==> src/rtl/alu_ctrl_md.sv <==
// -----------------------------------------------------------------------------
// alu_ctrl_md
// Execute-stage ALU control decoder plus an iterative RV32M multiply/divide
// sequencer. The decoder turns alu_op/func3/func7 into the 4-bit code used by
// the main ALU. M-extension operations run one shift-add (multiply) or one
// restoring-subtract (divide) step per cycle, and the pipeline is stalled
// until the result is ready.
//
// Configuration macro: ALU_CTRL_MD_DIV_EN
//   defined   -> DIV/DIVU/REM/REMU supported (iterative plus one-cycle
//                special cases for x/0 and most-negative / -1)
//   undefined -> funct3 1xx M-ops decode as illegal; no divider is built
//
// Ports
//   i_clk        rising-edge clock
//   i_rst        synchronous, active-high reset
//   i_in_valid   instruction present in EX
//   i_alu_op     major class (000 R, 001 load, 010 store, 011 branch,
//                100 U, 101 J, 110 I-arith, 111 JALR)
//   i_func3      instruction funct3
//   i_func7      instruction funct7
//   i_op_a       rs1 value
//   i_op_b       rs2 value
//   i_flush      kill the in-flight EX instruction
//   o_alu_ctrl   ALU control code (combinational)
//   o_md_sel     decode is a supported M-op (combinational)
//   o_illegal    unsupported R-type funct7/funct3 combination (combinational)
//   o_stall      hold IF/ID/EX
//   o_md_valid   o_md_result valid this cycle
//   o_md_result  M-op result
// -----------------------------------------------------------------------------
module alu_ctrl_md #(
  parameter int XLEN = 32
) (
  input  logic            i_clk,
  input  logic            i_rst,
  input  logic            i_in_valid,
  input  logic [2:0]      i_alu_op,
  input  logic [2:0]      i_func3,
  input  logic [6:0]      i_func7,
  input  logic [XLEN-1:0] i_op_a,
  input  logic [XLEN-1:0] i_op_b,
  input  logic            i_flush,
  output logic [3:0]      o_alu_ctrl,
  output logic            o_md_sel,
  output logic            o_illegal,
  output logic            o_stall,
  output logic            o_md_valid,
  output logic [XLEN-1:0] o_md_result
);

  localparam logic [3:0] ALU_AND  = 4'b0000;
  localparam logic [3:0] ALU_OR   = 4'b0001;
  localparam logic [3:0] ALU_ADD  = 4'b0010;
  localparam logic [3:0] ALU_SUB  = 4'b0110;
  localparam logic [3:0] ALU_SLT  = 4'b0111;
  localparam logic [3:0] ALU_SLTU = 4'b1001;
  localparam logic [3:0] ALU_XOR  = 4'b1100;
  localparam logic [3:0] ALU_SLL  = 4'b1110;
  localparam logic [3:0] ALU_SRL  = 4'b1101;
  localparam logic [3:0] ALU_SRA  = 4'b1111;

  localparam int CW = $clog2(XLEN + 1);

  typedef enum logic [1:0] {S_IDLE, S_CALC, S_DONE} state_t;

  // Shared R/I-arith map; allow_sub is low for I-arith where funct3 000 is ADDI.
  function automatic logic [3:0] f_arith(input logic [2:0] f3, input logic alt,
                                         input logic allow_sub);
    case (f3)
      3'b000:  f_arith = (alt & allow_sub) ? ALU_SUB : ALU_ADD;
      3'b001:  f_arith = ALU_SLL;
      3'b010:  f_arith = ALU_SLT;
      3'b011:  f_arith = ALU_SLTU;
      3'b100:  f_arith = ALU_XOR;
      3'b101:  f_arith = alt ? ALU_SRA : ALU_SRL;
      3'b110:  f_arith = ALU_OR;
      default: f_arith = ALU_AND;
    endcase
  endfunction

  // ---------------------------------------------------------------- decode
  logic w_is_r, w_f7_base, w_f7_alt, w_f7_m, w_m_ok;

  assign w_is_r    = (i_alu_op == 3'b000);
  assign w_f7_base = (i_func7 == 7'b0000000);
  assign w_f7_alt  = (i_func7 == 7'b0100000);
  assign w_f7_m    = (i_func7 == 7'b0000001);
`ifdef ALU_CTRL_MD_DIV_EN
  assign w_m_ok    = 1'b1;
`else
  assign w_m_ok    = ~i_func3[2];
`endif

  always_comb begin
    // NOTE: every always_comb output gets a default first so no latch is inferred.
    o_alu_ctrl = ALU_ADD;
    case (i_alu_op)
      3'b000: if (w_f7_base | w_f7_alt) o_alu_ctrl = f_arith(i_func3, i_func7[5], 1'b1);
      3'b011: begin
        case (i_func3[2:1])
          2'b00:   o_alu_ctrl = ALU_SUB;
          2'b11:   o_alu_ctrl = ALU_SLTU;
          default: o_alu_ctrl = ALU_SLT;
        endcase
      end
      3'b101:  o_alu_ctrl = ALU_AND;
      3'b110:  o_alu_ctrl = f_arith(i_func3, i_func7[5], 1'b0);
      default: o_alu_ctrl = ALU_ADD;
    endcase
  end

  assign o_md_sel  = w_is_r & w_f7_m & w_m_ok;
  assign o_illegal = w_is_r & (~(w_f7_base | w_f7_alt | w_f7_m)
                             | (w_f7_alt & ~((i_func3 == 3'b000) | (i_func3 == 3'b101)))
                             | (w_f7_m & ~w_m_ok));

  // -------------------------------------------------------- operand prep
  logic            w_accept, w_a_signed, w_b_signed, w_a_neg, w_b_neg, w_neg_res;
  logic [XLEN-1:0] w_mag_a, w_mag_b;

  assign w_accept   = i_in_valid & o_md_sel & ~i_flush;
  // Signed dividend/multiplicand: MULH, MULHSU, DIV, REM. Signed rs2: MULH, DIV, REM.
  assign w_a_signed = (i_func3 == 3'b001) | (i_func3 == 3'b010) |
                      (i_func3 == 3'b100) | (i_func3 == 3'b110);
  assign w_b_signed = (i_func3 == 3'b001) | (i_func3 == 3'b100) | (i_func3 == 3'b110);
  assign w_a_neg    = w_a_signed & i_op_a[XLEN-1];
  assign w_b_neg    = w_b_signed & i_op_b[XLEN-1];
  assign w_mag_a    = w_a_neg ? -i_op_a : i_op_a;
  assign w_mag_b    = w_b_neg ? -i_op_b : i_op_b;
  // Remainder follows the dividend; everything else follows the sign product.
  assign w_neg_res  = (i_func3[2] & i_func3[1]) ? w_a_neg : (w_a_neg ^ w_b_neg);

  logic            w_special;
  logic [XLEN-1:0] w_special_res;
`ifdef ALU_CTRL_MD_DIV_EN
  logic w_div_zero, w_div_ovf;
  assign w_div_zero    = i_func3[2] & (i_op_b == '0);
  assign w_div_ovf     = i_func3[2] & ~i_func3[0] & (i_op_a == {1'b1, {(XLEN-1){1'b0}}})
                       & (&i_op_b);
  assign w_special     = w_div_zero | w_div_ovf;
  assign w_special_res = w_div_zero ? (i_func3[1] ? i_op_a : '1)
                                    : (i_func3[1] ? '0 : i_op_a);
`else
  assign w_special     = 1'b0;
  assign w_special_res = '0;
`endif

  // ---------------------------------------------------------------- state
  state_t          r_state, w_state_nxt;
  logic [CW-1:0]   r_cnt;
  logic [XLEN-1:0] r_hi, r_lo, r_mag_b, r_result;
  logic            r_neg, r_mul_lo;
  logic [XLEN-1:0] w_hi_nxt, w_lo_nxt, w_final;

  // Multiply: {hi,lo} holds partial product with the multiplier in lo.
  logic [XLEN:0]     w_sum;
  logic [2*XLEN-1:0] w_prod, w_prod_s;
  logic [XLEN-1:0]   w_mul_res;
  assign w_sum     = {1'b0, r_hi} + (r_lo[0] ? {1'b0, r_mag_b} : '0);
  assign w_prod    = {w_sum[XLEN:1], w_sum[0], r_lo[XLEN-1:1]};
  assign w_prod_s  = r_neg ? -w_prod : w_prod;
  assign w_mul_res = r_mul_lo ? w_prod_s[XLEN-1:0] : w_prod_s[2*XLEN-1:XLEN];

`ifdef ALU_CTRL_MD_DIV_EN
  // Divide: hi is the partial remainder, lo shifts the dividend out and the
  // quotient bits in.
  logic            r_div, r_rem;
  logic [XLEN+1:0] w_rem_sh, w_diff;
  logic            w_borrow;
  logic [XLEN-1:0] w_div_sel;
  assign w_rem_sh  = {1'b0, r_hi, r_lo[XLEN-1]};
  assign w_diff    = w_rem_sh - {2'b00, r_mag_b};
  assign w_borrow  = w_diff[XLEN+1];
  assign w_hi_nxt  = r_div ? (w_borrow ? w_rem_sh[XLEN-1:0] : w_diff[XLEN-1:0])
                           : w_prod[2*XLEN-1:XLEN];
  assign w_lo_nxt  = r_div ? {r_lo[XLEN-2:0], ~w_borrow} : w_prod[XLEN-1:0];
  assign w_div_sel = r_rem ? w_hi_nxt : w_lo_nxt;
  assign w_final   = r_div ? (r_neg ? -w_div_sel : w_div_sel) : w_mul_res;
`else
  assign w_hi_nxt  = w_prod[2*XLEN-1:XLEN];
  assign w_lo_nxt  = w_prod[XLEN-1:0];
  assign w_final   = w_mul_res;
`endif

  always_ff @(posedge i_clk) begin
    if (i_rst) r_state <= S_IDLE;
    else       r_state <= w_state_nxt;
  end

  always_comb begin
    w_state_nxt = r_state;
    case (r_state)
      S_IDLE:  if (w_accept) w_state_nxt = w_special ? S_DONE : S_CALC;
      S_CALC: begin
        if (i_flush)                   w_state_nxt = S_IDLE;
        else if (r_cnt == CW'(1))      w_state_nxt = S_DONE;
      end
      default: w_state_nxt = S_IDLE;
    endcase
  end

  // NOTE: iteration registers carry no reset; they are always loaded on accept before use.
  always_ff @(posedge i_clk) begin
    if (r_state == S_IDLE && w_accept) begin
      r_hi     <= '0;
      r_lo     <= w_mag_a;
      r_mag_b  <= w_mag_b;
      r_neg    <= w_neg_res;
      r_mul_lo <= (i_func3 == 3'b000);
      r_cnt    <= CW'(XLEN);
`ifdef ALU_CTRL_MD_DIV_EN
      r_div    <= i_func3[2];
      r_rem    <= i_func3[1];
`endif
    end else if (r_state == S_CALC) begin
      r_hi  <= w_hi_nxt;
      r_lo  <= w_lo_nxt;
      r_cnt <= r_cnt - CW'(1);
    end
  end

  always_ff @(posedge i_clk) begin
    if (i_rst) begin
      r_result <= '0;
    end else if (r_state == S_IDLE && w_accept && w_special) begin
      r_result <= w_special_res;
    end else if (r_state == S_CALC && !i_flush && r_cnt == CW'(1)) begin
      r_result <= w_final;
    end
  end

  assign o_stall     = ~i_rst & (((r_state == S_IDLE) & w_accept) | (r_state == S_CALC));
  assign o_md_valid  = (r_state == S_DONE) & ~i_flush;
  assign o_md_result = r_result;

endmodule

==> config.mk <==
export PLATFORM = sky130hd
export DESIGN_NAME = alu_ctrl_md
export DESIGN_NICKNAME = d
export VERILOG_FILES = /design/src/rtl/alu_ctrl_md.sv
export SDC_FILE = /design/constraint.sdc
export NUM_CORES = 1
export LEC_CHECK = 0
export BUFFER_PORTS_ARGS = -buffer_cell sky130_fd_sc_hd__buf_4
export CORE_MARGIN = 2
export CORE_UTILIZATION = 45
export DETAILED_ROUTE_END_ITERATION = 7
export RECOVER_POWER = 25
export SETUP_SLACK_MARGIN = 0.02
export SLEW_MARGIN = 20
export SYNTH_ARGS = -nofsm -noshare
export SYNTH_HDL_FRONTEND = slang
export SYNTH_SLANG_ARGS = --single-unit
==> constraint.sdc <==
create_clock -name i_clk -period 7 [get_ports i_clk]
set_input_delay 0.35 -clock i_clk [delete_from_list [all_inputs] [get_ports i_clk]]
set_output_delay 0.35 -clock i_clk [all_outputs]
set_load 0.03 [all_outputs]
* Word-level counts from Yosys, hierarchy flattened *
Index checks and enable logic that the tools add are counted.

cells by class
  bitwise gates (word level) = 30
  reduce and logical (&&, ||, !) cells = 11
  mux-type cells = 19
  $add $sub $neg = 5
  eq/ne operators = 17

operator list
  kind                   count
  $mux W32               6
  $mux W64               1
  $neg A32 Y32           2
  $neg A64 Y64           1
  $pmux W4 S7            2
  $add A32 B32 Y33       1
  $pmux W4 S4            1
  $eq A3 B3 Y1 const B   5
  $and A1 B1 Y1          13
  $or A1 B1 Y1           11
  $eq A3 B2 Y1 const B   3
  $mux W2                4
  $pmux W4 S2            1
  $eq A7 B1 Y1 const B   1
  $eq A7 B6 Y1 const B   1
  $logic_not A7 Y1       1
  $eq A6 B1 Y1 const B   1
  $logic_not A3 Y1       2
  $sub A6 B1 Y6 const B  1
  $not A1 Y1             5
  $eq A2 B2 Y1 const B   2
  $logic_not A2 Y1       2
  $mux W4                1
  $pmux W2 S2            1
  other kinds (11)       13

storage, ports and cells
  output and inout port bits = 40
  logic and storage cells = 90
  bits in registers = 138
  input port bits = 81

* Logic depth before layout (Yosys ltp) *
  depth after elaboration = 8
  depth in mapped cells = 15
  depth with buffers taken out = 14

* Worst setup path after synthesis *
Ideal clock, no wire load.

  path kind = reg2reg
  start = register r_lo[0]
  end = register r_result[31], in the netlist o_md_result[31]
  path buffers = 1
  required time = 6882 ps
  period minus slack after synthesis = 4326 ps
  stages on the path, launching flop included = 16
  arrival time = 4208 ps
  slack = 2674 ps
  library setup time = 118 ps
  path through = edfxtp_1 clkbuf_1 and2_1 ha_1 fa_1 a211oi_1 o21ai_1 a32o_1 or3_1 a22oi_1 nand3b_1 or4_4 or2_1 a2111o_1 o2111ai_1 nand2_1

between the ends
  longest elaborated chain between the ends = 5

RTL lines
  what                      line  source
  start: declaration        152   logic [XLEN-1:0] r_hi, r_lo, r_mag_b, r_result;
  start signal: assignment  207   r_lo <= w_mag_a;
  start signal: assignment  218   r_lo <= w_lo_nxt;
  $mux W32 (*)              160   assign w_sum = {1'b0, r_hi} + (r_lo[0] ? {1'b0, r_mag_b} : '0);
  $add A32 B32 Y33 (*)      160
  $neg A64 Y64              162   assign w_prod_s = r_neg ? -w_prod : w_prod;
  $mux W64 (*)              162
  $mux W32 (*)              163   assign w_mul_res = r_mul_lo ? w_prod_s[XLEN-1:0] : w_prod_s[2*XLEN-1:XLEN];
  end signal: assignment    227   r_result <= w_special_res;
  end signal: assignment    229   r_result <= w_final;
  end: declaration          152

Every way passes the cells marked *; elsewhere a longest branch is shown, timed or not.
A chain may end at the register's enable or synchronous reset.

* Worst setup path after layout *
  start = register r_lo[0]
  end = register r_result[26], in the netlist o_md_result[26]

Same word-level chain as after synthesis.

==> flow_summary.ini <==
[pwr]
seqPwrFrac_pct = 40.2
intPower_mw = 1.530
peakVddDrop_uv = 101.3
switchingPower_uw = 642.9
swShare_pct = 29.58
p_leak_nw = 4.555
total_power_mw = 2.173
power_density_mw_per_mm2 = 184.1
p_clk_share_pct = 41.6
comb_power_share_pct = 18.2

[final_layout]
stdcell_count = 1644
area_growth_pct = 13.99
diodes = 0
final_area_sq_mm = 0.01180
finalNetCount = 1465
post-route-util_pct = 52.13
drive_gt1_share_pct = 11.41

[logic_synthesis]
synth.top_cell.area_share_pct = 19.14
yosys-top-cells-area = edfxtp_1 19%, dfxtp_1 14%, nand2_1 6.4%
ys_types = 84
synth_area_per_cell_sq_um = 8.191
seq_area_frac_synth_pct = 33.06
synth_top_cell_by_area = edfxtp_1
yosys_warnings = 0
synthFlopType = dfxtp_1
synth_edf_count = 66
async_flop_share_pct = 0
syn_area_sq_mm = 0.01035
syn_nets = 1383
ys_ff_latch = 138
netlist_instances = 1264

[cts]
cts_tree = built
cts_setup_buffers = 0
cts.sinks = 138
path_clk_slew_ns = 0.07
cts_buffer_depth = 2
clk_latency_ns = 0.43
numCtsBuffers = 17
cts_root_buf = clkbuf_16
cts_max_level = 4
ctsHoldBuffers = 0
cts_resized = 0

[worst_setup_path]
slowest_stage = edfxtp_1
crit_path_cell_trace = and2_1 > ha_1 > fa_1 > a211oi_1 > o21ai_1 > a31oi_1 > o21ai_0 > xnor2_1 > and2_1 > nand4_1 > o41ai_1 > xor2_1 > o21ai_0 > a21oi_1
startpoint_type = flip-flop
crit_type = reg2reg
path_max_fanout = 32
worstPathArrival_ns = 5.31
critPathMaxStageDelay_ns = 0.70
cp_data_required_time_ns = 7.30
crit_path_end_kind = flip-flop

[sta]
fin_setup_tns_ns = 0
clock_skew_ns = 0.01148
timing.fmax_mhz = 199.8
rsz0062_at_grt = false
worst_slack_ns = 1.995
slew_violations = 0
min_period_ns = 5.005
setup_viol = 0
finalCritPeriodShare_pct = 71.50
relSlewSlack_pct = 8.939
worstMarginPinSlew_ns = 1.366
hold_violations = 0
holdWs_ns = 0.1726

[route]
dr.pass1.iters = 7
vias = 9392
drc = 0
drt.antenna.violating_nets = 0
wl_um = 28920
post_drt_via_cell_ratio = 5.713
wl_per_cell_um = 17.59
first_iter_violations = 717

[floorplan]
fp-row-count = 55
core_area_sq_mm = 0.02264
die_y_um = 155.7
start_util_pct = 45.73
fp.dieW_um = 155.7
fp.dieArea_sq_mm = 0.02424
num_io_pins = 121

[global_routing]
grt_pass1_wl_um = 46030
overflow = 0
grt_antenna_before_repair = 0
grt_max_degree = 69
track_usage_pct = 24.01
grt_pass1_vias = 8586

[placed_design]
place_area_sq_mm = 0.01138
dp_slack_ns = 1.994
dpl.cell_count = 1612
place_congestion = 0.9144
dp_hpwl_um = 22100
port_buffers = 120

[job]
cap_violations = 0

[min_path]
hold_path.class = in2reg

[outcome]
status = complete, no violations
[cell type report]
class | instances | area (sq um)
clock buffer | 20 | 483.0
clock inverter | 12 | 100.1
fill | 2263 | 10840
inverter | 31 | 116.4
multi-input combinational | 1029 | 6505
sequential | 138 | 3423
tap | 285 | 356.6
timing repair buffer | 129 | 818.3
[Yosys cell counts, drive strengths merged, types with 6 or more instances]
master	instances
a211oi	14
nor2	65
edfxtp	66
a21oi	96
nand2	176
inv	31
nand2b	8
or2	8
ha	37
and4	6
nor4	17
xor2	75
nand3	50
clkbuf	58
a21o	8
buf	7
and2	48
o31ai	30
and3	13
nor3	21
nand4	13
dfxtp	72
o41ai	13
or4	7
xnor2	65
or3	22
o21ai	129
nand3b	8
o211ai	25
[power by group through the flow]
stage | Combinational (mW) | Sequential, mW | Clock, mW
floorplan | 0.268 | 0.888 | 0
global placement | 0.393 | 0.891 | 0
detailed placement | 0.395 | 0.891 | 0
CTS | 0.397 | 0.874 | 0.916
global route | 0.436 | 0.875 | 0.952
finish | 0.395 | 0.874 | 0.905
[critical path, delay by kind of cell, from the launching register on]
family | cells | cell delay [ns]
AO/OA/AOI/OAI | 7 | 2.17
AND/OR/NAND/NOR | 3 | 0.76
flip-flops | 1 | 0.70
adder cells (fa/ha/maj) | 2 | 0.69
XOR/XNOR | 2 | 0.54
[sequential cells by signal (all words and copies together) (netlist names)]
signal and count:
o_md_result 32, r_hi 32, r_lo 32, r_mag_b 32, r_cnt 6, r_state 2
r_mul_lo 1, r_neg 1
[path summary, 6_finish.rpt]
check,from,to,slack [ns],depth (start not counted)
max,r_lo[0]$_DFFE_PN_,o_md_result[26]$_SDFFE_PP0P_,1.99,14
min,i_op_b[0],r_mag_b[0]$_DFFE_PP_,0.17,1
max reg2reg,r_lo[0]$_DFFE_PN_,o_md_result[26]$_SDFFE_PP0P_,1.99,14
min reg2reg,o_md_result[21]$_SDFFE_PP0P_,o_md_result[21]$_SDFFE_PP0P_,0.45,2
[cells by family after synthesis]
| family | count (synthesis) | synth area share [%] |
|---|---|---|
| buf+inv | 97 | 4.109 |
| flops | 138 | 33.06 |
| mux | 6 | 0.7251 |
| compound gates | 366 | 22.07 |
| xor+xnor | 140 | 11.84 |
| simple gates | 479 | 23.53 |
| fa+ha+maj | 38 | 4.665 |
[cell usage in the layout, fill, tap and decap left out, types with 8 or more instances in the layout]
cell	n
dfxtp_1	72
buf_4	88
and3_1	13
nand3b_1	8
xor2_1	75
or3_1	18
a21oi_1	95
nor3_1	21
o31ai_1	30
nor2_1	65
nor4_1	17
clkbuf_16	19
nand2_1	176
nand4_1	12
o21ai_0	125
xnor2_1	65
and2_1	46
clkbuf_1	40
inv_1	31
edfxtp_1	66
a211oi_1	13
ha_1	37
o41ai_1	12
o211ai_1	25
nand3_1	50
[metal layers]
layer	global-route usage (%)	wire (um)	up-vias
met2	37.53	13040	230
met3	3.278	1388	35
li1	-	-	4763
met4	6.116	464	0
met1	34.99	14030	4364
met5	0	0	-
Note: power is estimated with default switching activity, not from simulation.
